[config.mk]
export PLATFORM = sky130hd
export DESIGN_NAME = dot_product_engine_flat
export DESIGN_NICKNAME = d
export VERILOG_FILES = /design/src/rtl/dot_product_engine_if.sv /design/src/rtl/dot_product_engine.sv /design/src/flat_wrapper.sv
export SDC_FILE = /design/constraint.sdc
export NUM_CORES = 1
export LEC_CHECK = 0
export BUFFER_PORTS_ARGS = -buffer_cell sky130_fd_sc_hd__buf_2
export CAP_MARGIN = 20
export CELL_PAD_IN_SITES_DETAIL_PLACEMENT = 1
export CELL_PAD_IN_SITES_GLOBAL_PLACEMENT = 2
export CORE_ASPECT_RATIO = 1.4
export CORE_MARGIN = 2
export CORE_UTILIZATION = 37
export DETAILED_ROUTE_END_ITERATION = 12
export HOLD_SLACK_MARGIN = 0.08
export PLACE_DENSITY_LB_ADDON = 0.08
export RECOVER_POWER = 100
export SLEW_MARGIN = 25
export SYNTH_ARGS = -nofsm -noshare
export SYNTH_HDL_FRONTEND = slang
export SYNTH_SLANG_ARGS = --single-unit
[constraint.sdc]
create_clock -name clk -period 6.3 [get_ports clk]
set_input_delay 0.315 -clock clk [delete_from_list [all_inputs] [get_ports clk]]
set_output_delay 0.315 -clock clk [all_outputs]
set_load 0.005 [all_outputs]
[src/rtl/dot_product_engine_if.sv]
// Bus bundle for dot_product_engine: CPU-side command/result signals and the
// single read port of the operand RAM.
//
// Command handshake: the requester raises `start` together with base_a,
// base_b and len; the engine accepts it only while idle (busy=0 and done=0),
// and a request outside that window is dropped rather than queued. Once
// accepted, `busy` stays high until the result is ready, then `done` pulses
// for exactly one cycle with `result`/`overflow` valid from that cycle on.
// `result` then holds until the next `done`.
interface dot_product_engine_if #(
  parameter int DATA_WIDTH = 16,
  parameter int ADDR_WIDTH = 6,
  parameter int ACC_WIDTH  = 40
);
  logic                  start;
  logic [ADDR_WIDTH-1:0] base_a;
  logic [ADDR_WIDTH-1:0] base_b;
  logic [ADDR_WIDTH-1:0] len;
  logic [ADDR_WIDTH-1:0] ram_addr;
  logic [DATA_WIDTH-1:0] ram_q;
  logic                  busy;
  logic                  done;
  logic [ACC_WIDTH-1:0]  result;
  logic                  overflow;
  logic [2:0]            dbg_state;

  // CPU/RAM side: issues commands and returns RAM read data.
  modport master (
    output start, base_a, base_b, len, ram_q,
    input  ram_addr, busy, done, result, overflow, dbg_state
  );

  // Engine side.
  modport slave (
    input  start, base_a, base_b, len, ram_q,
    output ram_addr, busy, done, result, overflow, dbg_state
  );
endinterface

[src/rtl/dot_product_engine.sv]
// Dot-product sequencer and MAC. Reads A[i] and B[i] alternately through the
// RAM's single read port, multiplies them as signed values and accumulates the
// sum of products, then reports the scalar result with a one-cycle done pulse.
// The multiply and accumulate stages trail the address sequencer by one and
// two cycles respectively, which is what the two drain states wait out.
module dot_product_engine #(
  parameter int DATA_WIDTH = 16,
  parameter int ADDR_WIDTH = 6,
  parameter int ACC_WIDTH  = 40
) (
  input  logic                 clk,
  input  logic                 reset_n,
  dot_product_engine_if.slave  bus
);

  localparam int PW = 2 * DATA_WIDTH;

  typedef enum logic [2:0] {
    S_IDLE   = 3'd0,
    S_RD_A   = 3'd1,
    S_RD_B   = 3'd2,
    S_DRAIN1 = 3'd3,
    S_DRAIN2 = 3'd4,
    S_DONE   = 3'd5
  } state_t;

  state_t                       state;
  logic [ADDR_WIDTH-1:0]        ram_addr_r;
  logic [ADDR_WIDTH-1:0]        base_a_r;
  logic [ADDR_WIDTH-1:0]        base_b_r;
  logic [ADDR_WIDTH-1:0]        len_r;
  logic [ADDR_WIDTH-1:0]        idx;
  logic signed [DATA_WIDTH-1:0] a_reg;
  logic signed [PW-1:0]         prod;
  logic signed [ACC_WIDTH-1:0]  acc;
  logic                         mul_en;
  logic                         acc_en;
  logic [ACC_WIDTH-1:0]         result_r;
  logic                         done_r;
  logic                         busy_r;
  logic                         ovf_r;

  // Accumulator adder with signed-overflow detection on the wrapped sum.
  logic signed [ACC_WIDTH-1:0]  prod_ext;
  logic signed [ACC_WIDTH-1:0]  acc_sum;
  logic                         acc_ovf;
  logic [ADDR_WIDTH-1:0]        idx_inc;
  logic                         last_pair;

  assign prod_ext  = ACC_WIDTH'(prod);
  assign acc_sum   = acc + prod_ext;
  assign acc_ovf   = (acc[ACC_WIDTH-1] == prod_ext[ACC_WIDTH-1]) &&
                     (acc_sum[ACC_WIDTH-1] != acc[ACC_WIDTH-1]);
  assign idx_inc   = idx + ADDR_WIDTH'(1);
  assign last_pair = (idx == (len_r - ADDR_WIDTH'(1)));

  // Sequencer FSM plus the multiply/accumulate pipeline, all registered.
  always_ff @(posedge clk or negedge reset_n) begin
    if (!reset_n) begin
      state      <= S_IDLE;
      ram_addr_r <= '0;
      base_a_r   <= '0;
      base_b_r   <= '0;
      len_r      <= '0;
      idx        <= '0;
      a_reg      <= '0;
      prod       <= '0;
      acc        <= '0;
      mul_en     <= 1'b0;
      acc_en     <= 1'b0;
      result_r   <= '0;
      done_r     <= 1'b0;
      busy_r     <= 1'b0;
      ovf_r      <= 1'b0;
    end else begin
      // Multiply stage: the cycle after RD_B, ram_q carries B[i].
      mul_en <= (state == S_RD_B);
      if (mul_en) begin
        prod <= PW'(a_reg) * PW'($signed(bus.ram_q));
      end

      // Accumulate stage: one cycle after the product is formed.
      acc_en <= mul_en;
      if (acc_en) begin
        acc <= acc_sum;
        if (acc_ovf) begin
          ovf_r <= 1'b1;
        end
      end

      case (state)
        S_IDLE: begin
          if (bus.start) begin
            ovf_r <= 1'b0;
            if (bus.len != '0) begin
              base_a_r   <= bus.base_a;
              base_b_r   <= bus.base_b;
              len_r      <= bus.len;
              idx        <= '0;
              acc        <= '0;
              ram_addr_r <= bus.base_a;
              busy_r     <= 1'b1;
              state      <= S_RD_A;
            end else begin
              // Empty vectors: report a zero result straight away.
              result_r <= '0;
              done_r   <= 1'b1;
              state    <= S_DONE;
            end
          end
        end

        S_RD_A: begin
          ram_addr_r <= base_b_r + idx;
          state      <= S_RD_B;
        end

        S_RD_B: begin
          a_reg <= $signed(bus.ram_q);
          if (!last_pair) begin
            idx        <= idx_inc;
            ram_addr_r <= base_a_r + idx_inc;
            state      <= S_RD_A;
          end else begin
            state <= S_DRAIN1;
          end
        end

        S_DRAIN1: begin
          state <= S_DRAIN2;
        end

        S_DRAIN2: begin
          // The final product is accumulated on this same edge, so the
          // result is taken from the adder rather than the stale acc.
          result_r <= acc_sum;
          done_r   <= 1'b1;
          busy_r   <= 1'b0;
          state    <= S_DONE;
        end

        S_DONE: begin
          done_r <= 1'b0;
          state  <= S_IDLE;
        end

        default: begin
          state <= S_IDLE;
        end
      endcase
    end
  end

  assign bus.ram_addr  = ram_addr_r;
  assign bus.busy      = busy_r;
  assign bus.done      = done_r;
  assign bus.result    = result_r;
  assign bus.overflow  = ovf_r;
  assign bus.dbg_state = state;

endmodule
[src/flat_wrapper.sv]
// flat-port wrapper written by rule: the top's interface ports become plain ports
module dot_product_engine_flat 
#(
  parameter int DATA_WIDTH = 16,
  parameter int ADDR_WIDTH = 6,
  parameter int ACC_WIDTH  = 40
)
  (clk, reset_n, bus_start, bus_base_a, bus_base_b, bus_len, bus_ram_q, bus_ram_addr, bus_busy, bus_done, bus_result, bus_overflow, bus_dbg_state);
  dot_product_engine_if #(.DATA_WIDTH(DATA_WIDTH), .ADDR_WIDTH(ADDR_WIDTH), .ACC_WIDTH(ACC_WIDTH)) bus_i ();
  input  logic clk;
  input  logic reset_n;
  input wire logic [$bits(bus_i.start)-1:0] bus_start;
  input wire logic [$bits(bus_i.base_a)-1:0] bus_base_a;
  input wire logic [$bits(bus_i.base_b)-1:0] bus_base_b;
  input wire logic [$bits(bus_i.len)-1:0] bus_len;
  input wire logic [$bits(bus_i.ram_q)-1:0] bus_ram_q;
  output wire logic [$bits(bus_i.ram_addr)-1:0] bus_ram_addr;
  output wire logic [$bits(bus_i.busy)-1:0] bus_busy;
  output wire logic [$bits(bus_i.done)-1:0] bus_done;
  output wire logic [$bits(bus_i.result)-1:0] bus_result;
  output wire logic [$bits(bus_i.overflow)-1:0] bus_overflow;
  output wire logic [$bits(bus_i.dbg_state)-1:0] bus_dbg_state;
  assign bus_i.start = bus_start;
  assign bus_i.base_a = bus_base_a;
  assign bus_i.base_b = bus_base_b;
  assign bus_i.len = bus_len;
  assign bus_i.ram_q = bus_ram_q;
  assign bus_ram_addr = bus_i.ram_addr;
  assign bus_busy = bus_i.busy;
  assign bus_done = bus_i.done;
  assign bus_result = bus_i.result;
  assign bus_overflow = bus_i.overflow;
  assign bus_dbg_state = bus_i.dbg_state;
  dot_product_engine #(.DATA_WIDTH(DATA_WIDTH), .ADDR_WIDTH(ADDR_WIDTH), .ACC_WIDTH(ACC_WIDTH)) u_core (.clk(clk), .reset_n(reset_n), .bus(bus_i));
endmodule
# After elaboration in Yosys (flattened, before gate mapping)
# Cells that the tools add are included.
# W data, S select, Z words.
totals:
  reg_bits: 166
  out_inout_bits: 52
op_classes:
  n_addsub: 5
  multipliers: 1
  n_eq_ne: 12
  mux: 29
  reduce_logical: 13
ops:
  columns: ["op", "n"]
  rows:
  - ["$mux W40", 6]
  - ["$pmux W40 S2", 1]
  - ["$add A40 B32 Y40", 1]
  - ["$mux W6", 6]
  - ["$mul A16 B16 Y32", 1]
  - ["$pmux W6 S3", 1]
  - ["$pmux W3 S5", 1]
  - ["$add A6 B6 Y6", 2]
  - ["$pmux W6 S2", 1]
  - ["$reduce_and A3 Y1", 4]
  - ["$mux W1", 8]
  - ["$reduce_and A4 Y1", 2]
  - ["$add A6 B1 Y6 const B", 1]
  - ["$eq A3 B2 Y1 const B", 2]
  - ["$eq A3 B3 Y1 const B", 2]
  - ["$eq A6 B6 Y1", 1]
  - ["$mux W3", 2]
  - ["$ne A2 B2 Y1 const B", 3]
  - ["$reduce_bool A3 Y1", 2]
  - ["$reduce_bool A6 Y1", 1]
  - ["$sub A6 B1 Y6 const B", 1]
  - ["$reduce_bool A2 Y1", 2]
  - ["$eq A3 B1 Y1 const B", 1]
  - ["$logic_not A3 Y1", 1]
  - ["7 further kinds", 7]

# Logic depth before layout (Yosys ltp)
# Gate-level depths: netlist (run 1).
logic_depth:
  word_depth: 7
  ltp_mapped: 24

# Worst setup path after synthesis (run 1)
# OpenSTA, ideal clock, no wires.
synth_timing:
  path_kind: "input port to flip-flop"
  start: "input bus_ram_q[7]"
  end: "register u_core.prod[30]"
  setup_ps: 125
  arrival_ps: 6216
  required_ps: 6175
  path_slack_ps: -40
  path_stages: 24
  n_path_buf: 2
  cell_sequence: "clkbuf_1 -> clkbuf_1 -> nand2_1 -> fa_1 -> inv_1 -> fa_1 -> inv_1 -> fa_1 -> inv_1 -> fa_1 -> fa_1 -> inv_1 -> fa_1 -> inv_1 -> ha_1 -> and4_1 -> a31o_2 -> a21o_1 -> a311oi_1 -> o211ai_1 -> o41ai_2 -> o21ai_1 -> xor2_1 -> mux2_2"
synth_between:
  elab_chain_cells: 1
synth_lines:
  columns: ["item", "line", "rtl"]
  rows:
  - ["start, declared", "flat_wrapper.sv:16", "input wire logic [$bits(bus_i.ram_q)-1:0] bus_ram_q;"]
  - ["$mul A16 B16 Y32", "dot_product_engine.sv:79", "prod <= PW'(a_reg) * PW'($signed(bus.ram_q));"]
  - ["end signal, assigned", "dot_product_engine.sv:79", null]
  - ["end, declared", "dot_product_engine.sv:34", "logic signed [PW-1:0] prod;"]
# No other way between the ends.
# A chain may end at the register's enable or synchronous reset.

# Final worst setup path (run 1)
layout_timing:
  start: "register u_core.a_reg[11]"
  end: "register u_core.prod[30]"
layout_between:
  elab_chain_cells: 1
layout_lines:
  columns: ["item", "line", "rtl"]
  rows:
  - ["start, declared", "dot_product_engine.sv:33", "logic signed [DATA_WIDTH-1:0] a_reg;"]
  - ["start signal, assigned", "dot_product_engine.sv:119", "a_reg <= $signed(bus.ram_q);"]
  - ["$mul A16 B16 Y32", "dot_product_engine.sv:79", null]
# No other way between the ends.

==> results.json, run 1 <==
{
  "drc": 0,
  "critPathCaptureType": "flop",
  "place_inst": 2805,
  "drtPass1Iterations": 4,
  "hold_violations": 0,
  "worst_slack_ns": 0.03197,
  "crit_chain": "and2_4, fa_1, inv_2, fa_1, fa_1, inv_1, fa_1, fa_1, inv_1, fa_1, inv_2, ha_4, and4_4, a31o_4, a21o_1, a311oi_2, buf_4, o211ai_1, o41ai_2, o21ai_1, xor2_1, mux2_4",
  "drt_iter0_drc": 486,
  "port_buffers": 88,
  "design.core.area_um2": 50890,
  "yosysTopAreaCell": "fa_1",
  "cts_buffer_depth": 2,
  "synth-seq-cells": 166,
  "cts-root-buf": "clkbuf_16",
  "final_area_um2": 21800,
  "required_ns": 6.63,
  "drive_above_1_share_pct": 14.38,
  "syn_to_final_growth_pct": 14.96,
  "vias": 14390,
  "async_flop_share_pct": 100.0,
  "cp_max_fo": 7,
  "vias_per_cell": 5.027,
  "ys_warn_count": 0,
  "drt-total-wl_um": 53190,
  "instances_no_fill": 2863,
  "rsz0062_at_grt": "true",
  "dpl_cell_area_um2": 20830,
  "groute.usage.overall_pct": 20.79,
  "skew_ns": 0.02089,
  "dieHeight_um": 271.9,
  "hpwlAfterDp_um": 43730,
  "max_cap_violations": 7,
  "syn-instance-count": 2027,
  "netlist.area_leader.share_pct": 27.98,
  "dp_slack_ns": -0.2492,
  "start_util_pct": 37.26,
  "fin_crit_sh_pct": 99.49,
  "cts_buffers": 17,
  "wire_per_inst_um": 18.58,
  "synth.area.top_cells": "fa_1, dfrtp_1, ha_1, inv_1, nand2_1",
  "period_needed_ns": 6.268,
  "relSlewSlack_pct": -147.5,
  "hold_class": "input pin to flop",
  "cts_tree": "done",
  "synth_area_um2": 18960,
  "clk_latency_ns": 0.46,
  "num_rows": 98,
  "cpMaxStageDelayCell": "fa_1",
  "violations": "capacitance limit, slew limit",
  "grt_max_degree": 67,
  "cp-start-kind": "flop",
  "synthDistinctLibCells": 71,
  "grt-ovfl-total": 0,
  "syn_avg_cell_area_um2": 9.355,
  "chipWidth_um": 195.3,
  "worstMarginPinSlew_ns": 3.712,
  "max_stage_delay_ns": 0.55,
  "grt_pass1_wl_um": 86840,
  "io_pins": 89,
  "final_common_cell": "inv_1",
  "final_cell_mix": "inv_1, nand2_1, fa_1",
  "crit_buf_inv": 5,
  "layout.nets": 2634,
  "synthFlopType": "dfrtp_1",
  "htree_levels": 4,
  "setup_viol": 0,
  "path_clk_slew_ns": 0.08,
  "crit_family": "adder cells",
  "antenna_found_initial": 0,
  "crit_top_cell": "fa_1",
  "run_status": "finished with violations",
  "clock_sinks": 166,
  "fmax_mhz": 159.5,
  "first_global_vias": 16320,
  "path_class": "flop to flop",
  "gp_congestion": 0.8363,
  "yosysSeqAreaShare_pct": 21.91,
  "synth_nets": 2462,
  "critical_path_arrival_ns": 6.60,
  "ant_nets": 0,
  "finalMaxSlewViolations": 216,
  "dieArea_um2": 53100,
  "synth-edff-count": 0
}
-- Yosys cell counts (7+ instances only) --
cell type  number
a211oi_1       17
nor2_1         93
ha_1          133
nor3_1         16
a21o_1         26
o211ai_1       11
a21oi_1        72
nand3b_1        9
fa_1          265
o21a_1         11
nor2b_1         9
xor2_1         29
mux2_2         33
o21bai_1       11
o21ai_0        82
and3_1         10
and2_1        129
nand2b_1       13
mux2i_1        24
a221o_1         7
xnor2_1        55
nor3b_1         7
dfrtp_1       166
a22o_1         23
inv_1         319
nand3_1        29
nand2_1       271
clkbuf_1       71
-- layout make-up --
| type | instances | area, µm² |
|---|---|---|
| Inverter | 319 | 1197 |
| Clock buffer | 20 | 446.7 |
| Timing Repair Buffer | 232 | 1562 |
| Clock inverter | 12 | 93.84 |
| Antenna cell | 1 | 2.502 |
| Tap cell | 650 | 813.3 |
| Fill cell | 5859 | 29090 |
| Multi-Input combinational cell | 1463 | 13520 |
| Sequential cell | 166 | 4167 |
-- repair_timing --
item,CTS,global route
buffers inserted,5,5
endpoints found under the hold margin,79,0
pin swaps,16,41
endpoints found under the setup margin,5,9
gates resized for setup,39,56
hold buffers,16,0
-- final timing paths --
path | startpoint | endpoint | slack, ns | cells after the start
setup / recovery | u_core.a_reg[11] | u_core.prod[30] | 0.03 | 22
hold / removal | bus_len[0] | u_core.len_r[0] | 0.11 | 3
setup reg to reg | u_core.a_reg[11] | u_core.prod[30] | 0.03 | 22
hold reg to reg | u_core.bus.overflow | u_core.bus.overflow | 0.48 | 1
max in group asynchronous | reset_n | u_core.a_reg[3] | 1.63 | 3
min in group asynchronous | reset_n | u_core.acc[33] | 1.69 | 2
-- stage by stage --
step | utilization [%] | hold slack, ns | setup TNS [ns]
floorplan | - | 0.01941 | 0
global placement | 40.93 | 0.3654 | -0.4054
detailed placement | 40.93 | 0.3607 | -0.6539
CTS | 42.64 | 0.08292 | -0.09647
global route | 42.83 | 0.1258 | -0.4376
finish | 42.84 | 0.1113 | 0
-- logic make-up after synthesis --
logic type,count (synthesis),share of synthesized area (%)
AO/OA/AOI/OAI,309,10.81
flip-flops,166,21.91
adder cells (fa/ha/maj),398,36.75
XOR/XNOR,84,3.880
multiplexers,57,3.227
AND/OR/NAND/NOR,615,15.51
buffers and inverters,398,7.918
-- worst reg2reg max path, stage by stage (launching register included) --
cell and delay (ns):
dfrtp_2 0.47, and2_4 0.19, fa_1 0.51, inv_2 0.04
fa_1 0.50, fa_1 0.55, inv_1 0.05, fa_1 0.50
fa_1 0.51, inv_1 0.05, fa_1 0.49, inv_2 0.05
ha_4 0.21, and4_4 0.19, a31o_4 0.23, a21o_1 0.18
a311oi_2 0.28, buf_4 0.16, o211ai_1 0.10, o41ai_2 0.30
o21ai_1 0.14, xor2_1 0.16, mux2_4 0.26
-- per-layer routing --
metal / GRT usage (%) / vias to the layer above / share of wire (%)
li1: - / 6834 / -
met1: 24.56 / 7372 / 42
met2: 39.74 / 129 / 54
met3: 1.956 / 57 / 1.6
met4: 5.986 / 0 / 2.3
met5: 0 / - / 0
Power of run 1 is left out: the tool's default activity adds up to more than one toggle a clock period on the data nets, which glitch-free logic cannot reach.
==> run 2: changes to the inputs <==
ABC_AREA = 1   (was unset)
CORE_UTILIZATION = 34   (was 37)
==> run 2 against run 1 <==
The flow still finishes with violations (capacitance limit, slew limit); critical path depth fell by 1; maximum frequency rose by 3.4%; cell count grew 31%; non-clock buffer count down 79; sequential cell count unchanged; core utilization fell by 5.1 points; largest cell class unchanged; highest routed layer unchanged.
==> results.json, run 2 <==
{
  "groute.usage.overall_pct": 23.68,
  "synth-edff-count": 0,
  "layout.nets": 3358,
  "yosysTopAreaCell": "fa_1",
  "start_util_pct": 34.27,
  "hold_class": "input pin to flop",
  "wire_per_inst_um": 19.17,
  "first_global_vias": 19910,
  "rrSetupSlack_ns": 0.24,
  "cts_buffers": 17,
  "ant_nets": 0,
  "setup_viol": 0,
  "synth_most_common_cell": "nand2_1",
  "htree_levels": 4,
  "diodes": 0,
  "final_cell_mix": "nand2_1, inv_1, fa_1",
  "drc": 0,
  "startpoint": "u_core.a_reg[7]",
  "grt-ovfl-total": 0,
  "drive_above_1_share_pct": 5.824,
  "worstMarginPinSlew_ns": 4.364,
  "synthDistinctLibCells": 50,
  "dieHeight_um": 296.9,
  "drt_iter0_drc": 694,
  "period_needed_ns": 6.062,
  "chipWidth_um": 213.2,
  "ys_warn_count": 0,
  "final_common_cell": "nand2_1",
  "cts-root-buf": "clkbuf_16",
  "drtPass1Iterations": 4,
  "r2r_start": "u_core.a_reg[7]",
  "syn_avg_cell_area_um2": 7.315,
  "fin_crit_sh_pct": 96.23,
  "run_status": "finished with violations",
  "skew_ns": 0.02190,
  "cts_tree": "done",
  "drt-total-wl_um": 71940,
  "synth-seq-cells": 166,
  "cp-start-kind": "flop",
  "r2r_cells": 21,
  "critical_path_arrival_ns": 6.45,
  "max_cap_violations": 3,
  "rr_endpoint": "u_core.prod[20]",
  "tns_ns": 0,
  "cp_max_fo": 11,
  "async_flop_share_pct": 100.0,
  "syn-instance-count": 2848,
  "grt_pass1_wl_um": 113100,
  "synth.area.top_cells": "fa_1, dfrtp_1, nand2_1, inv_1, ha_1",
  "relSlewSlack_pct": -190.9,
  "design.core.area_um2": 60780,
  "grt_max_degree": 79,
  "antenna_found_initial": 0,
  "synth_area_um2": 20830,
  "path_clk_slew_ns": 0.09,
  "hold_slack_ns": 0.1838,
  "rsz0062_at_grt": "false",
  "finalMaxSlewViolations": 93,
  "dieArea_um2": 63300,
  "required_ns": 6.69,
  "yosysSeqAreaShare_pct": 19.94,
  "synth_nets": 3283,
  "cts_buffer_depth": 2,
  "port_buffers": 88,
  "io_pins": 89,
  "synthFlopType": "dfrtp_1",
  "vias": 17790,
  "fmax_mhz": 165.0,
  "endpoint": "u_core.prod[20]",
  "clk_latency_ns": 0.51,
  "num_rows": 107,
  "hold_violations": 0,
  "critPathCaptureType": "flop",
  "syn_to_final_growth_pct": 10.22,
  "vias_per_cell": 4.740,
  "hpwlAfterDp_um": 61000,
  "clock_sinks": 166,
  "yosys-top-cells-count": "nand2_1, inv_1, fa_1",
  "netlist.area_leader.share_pct": 25.47,
  "gp_congestion": 0.9059,
  "violations": "capacitance limit, slew limit",
  "path_class": "flop to flop"
}
run 2: cell families after synthesis:
| group | synth area share (%) |
|---|---|
| simple gates | 24.71 |
| buf+inv | 13.64 |
| fa+ha+maj | 33.45 |
| compound gates | 6.426 |
| flops | 19.94 |
| xor+xnor | 1.832 |
run 2: critical path: stages, from the launching register on:
cell,delay [ns]
dfrtp_1,0.61
nand2_1,0.14
fa_1,0.56
inv_1,0.06
fa_1,0.50
inv_1,0.06
fa_1,0.56
inv_1,0.06
fa_1,0.41
fa_1,0.52
inv_1,0.05
fa_1,0.47
inv_1,0.04
ha_1,0.34
a21oi_1,0.38
o21a_1,0.24
nor2_1,0.08
nor2_1,0.19
nand3_1,0.17
or2_2,0.31
nand3_1,0.10
nand2_1,0.07
run 2: timing repair:
| item | in CTS | in global routing |
|---|---|---|
| hold endpoints to repair | 78 | 0 |
| gates resized for setup | 0 | 4 |
| setup endpoints to repair | 0 | 4 |
| hold buffers | 19 | 0 |
| buffers inserted | 0 | 0 |
run 2: worst min path at each step:
stage	slack, ns	to	cells after the start	start
after floorplan	0.02	u_core.a_reg[0]	0	reset_n
after detailed placement	0.41	u_core.bus.overflow	1	reset_n
after global routing	0.17	u_core.bus.dbg_state[2]	3	bus_start
after CTS	0.16	u_core.bus.dbg_state[2]	3	bus_start
final	0.18	u_core.bus.dbg_state[2]	3	bus_start
after global placement	0.38	u_core.bus.overflow	1	reset_n
run 2: area by class of cell:
cell class | count | area [µm²]
clock inverters | 13 | 192.7
clock buffers | 19 | 442.9
inverters | 643 | 2416
multi-input cells | 1942 | 13810
fillers | 7687 | 37820
flip-flops and latches | 166 | 4156
well taps | 817 | 1022
repair buffers | 153 | 922.1
run 2: per-layer routing:
layer,up-vias,part of all wire (%),track usage (%)
met5,-,0,0
met2,166,57,47.22
met1,8941,39,25.78
met4,0,2.7,6.614
li1,8609,-,-
met3,75,1.5,2.379
run 2: per-stage QoR:
step                      instances  util (%)  worst slack [ns]  cell area, µm²
after detailed placement       3702     36.57           -0.1190           22230
final                          3753     37.78            0.2376           22960
after floorplan                2848         -            0.6304           20830
after CTS                      3753     37.93           0.05858           23050
after global routing           3753     37.78           0.02002           22960
after global placement         3702     36.57          -0.08726           22230
Power of run 2 is left out for the same reason.
==> run 3: changes to the inputs <==
CORE_MARGIN = 3   (was 2)
RECOVER_POWER = unset   (was 100)
==> run 3 against run 2 <==
The flow now finishes without violations; highest routed layer unchanged; count of clock-buffer cells in the layout unchanged; clock skew down 0.0027 ns; register-to-register slack better by 0.06 ns; via count down 0.79%.
==> results.json, run 3 (synthesized netlist as in run 2, its figures left out) <==
{
  "run_status": "completed",
  "max_cap_violations": 0,
  "vias": 17650,
  "drt_iter0_drc": 740,
  "drive_above_1_share_pct": 7.165,
  "tns_ns": 0,
  "finalMaxSlewViolations": 0,
  "port_buffers": 88,
  "required_ns": 6.68,
  "relSlewSlack_pct": 39.05,
  "grt-ovfl-total": 0,
  "dieArea_um2": 64320,
  "final_common_cell": "nand2_1",
  "nFillCells": 7618,
  "vias_per_cell": 4.718,
  "final_cell_mix": "nand2_1, inv_1, fa_1",
  "grt_pass1_wl_um": 112900,
  "hpwlAfterDp_um": 60130,
  "first_global_vias": 20010,
  "seqCellArea_um2": 4158,
  "antenna_found_initial": 0,
  "dp_slack_ns": 0.03695,
  "diodes": 0,
  "hold_violations": 0,
  "fin_crit_sh_pct": 95.31,
  "num_rows": 106,
  "worstMarginPinSlew_ns": 0.9086,
  "critPathCaptureType": "flop",
  "io_pins": 89,
  "cp-start-kind": "flop",
  "cts_tree": "done",
  "gp_congestion": 0.9028,
  "clk_latency_ns": 0.50,
  "cts_buffer_depth": 2,
  "critical_path_arrival_ns": 6.38,
  "dieHeight_um": 298.9,
  "skew_ns": 0.01924,
  "path_clk_slew_ns": 0.07,
  "htree_levels": 4,
  "ant_nets": 0,
  "drc": 0,
  "start_util_pct": 34.60,
  "wire_per_inst_um": 18.84,
  "groute.usage.overall_pct": 22.65,
  "drtPass1Iterations": 5,
  "hold_class": "input pin to flop",
  "period_needed_ns": 6.005,
  "fmax_mhz": 166.5,
  "cts_buffers": 17,
  "clock_sinks": 166,
  "path_class": "flop to flop",
  "rsz0062_at_grt": "false",
  "grt_max_degree": 130,
  "chipWidth_um": 215.2,
  "drt-total-wl_um": 70470,
  "worst_slack_ns": 0.2952,
  "syn_to_final_growth_pct": 10.37,
  "multi_input_area_um2": 13840,
  "layout.nets": 3354,
  "cts-root-buf": "clkbuf_16",
  "cp_max_fo": 10,
  "setup_viol": 0,
  "design.core.area_um2": 60210,
  "final_util_pct": 38.18
}
-- run 3: cell count changes in the layout (fill, tap and decap cells not counted), sizes merged --
cell and change:
clkinvlp -1, buf +32, clkbuf -35, bufinv -2, dlygate4sd3 -1, clkinv +1
inv +1
-- run 3: critical path, stage by stage, from the launching register on --
cell and delay [ns]:
dfrtp_1 0.64, buf_4 0.26, nand2_1 0.09, fa_1 0.56, inv_1 0.06, fa_1 0.59, fa_1 0.45, fa_1 0.46
fa_1 0.49, inv_1 0.05, fa_1 0.47, inv_1 0.04, ha_1 0.37, nand2_1 0.11, nor2_1 0.18, inv_1 0.08
nor3_1 0.31, o21ai_1 0.29, nand3_1 0.16, nand2_1 0.06, nand3_1 0.09, nand2_1 0.06
-- run 3: metal layers --
metal / vias to the layer above / GRT usage [%] / wire (µm)
met4: 0 / 7.385 / 2122
li1: 8588 / - / -
met2: 153 / 44.87 / 39410
met5: - / 0 / 0
met3: 75 / 2.482 / 967
met1: 8834 / 24.87 / 27960
-- run 3: final timing paths --
path,slack (ns),end,cells after the start,from
setup reg to reg,0.30,u_core.prod[28],21,u_core.a_reg[13]
hold reg to reg,0.47,u_core.a_reg[11],2,u_core.a_reg[11]
max in group asynchronous,4.90,u_core.a_reg[7],3,reset_n
min in group asynchronous,0.31,u_core.bus.ram_addr[5],2,reset_n
hold / removal,0.14,u_core.len_r[0],3,bus_len[0]
setup / recovery,0.30,u_core.prod[28],21,u_core.a_reg[13]
-- run 3: repair_timing --
action / in CTS / in global routing
setup buffers: 0 / 0
resized for setup: 0 / 4
endpoints found under the hold margin: 54 / 0
endpoints found under the setup margin: 0 / 2
hold buffers: 18 / 0
-- run 3: layout make-up --
cell class	instances	area share, %
multi-input combinational	1942	60.21
sequential	166	18.08
inverter	643	10.51
tap	810	4.408
timing repair buffer	149	4.250
clock buffer	19	1.926
clock inverter	12	0.6095
-- run 3: per-stage QoR --
step                instance area (µm²)  cells  hold WS (ns)
floorplan                         20830   2848       0.01941
global placement                  22220   3692        0.2782
detailed placement                22220   3692        0.2813
CTS                               22990   3741        0.1080
global route                      22990   3741        0.1733
finish                            22990   3741        0.1432
Power of run 3 is left out for the same reason.
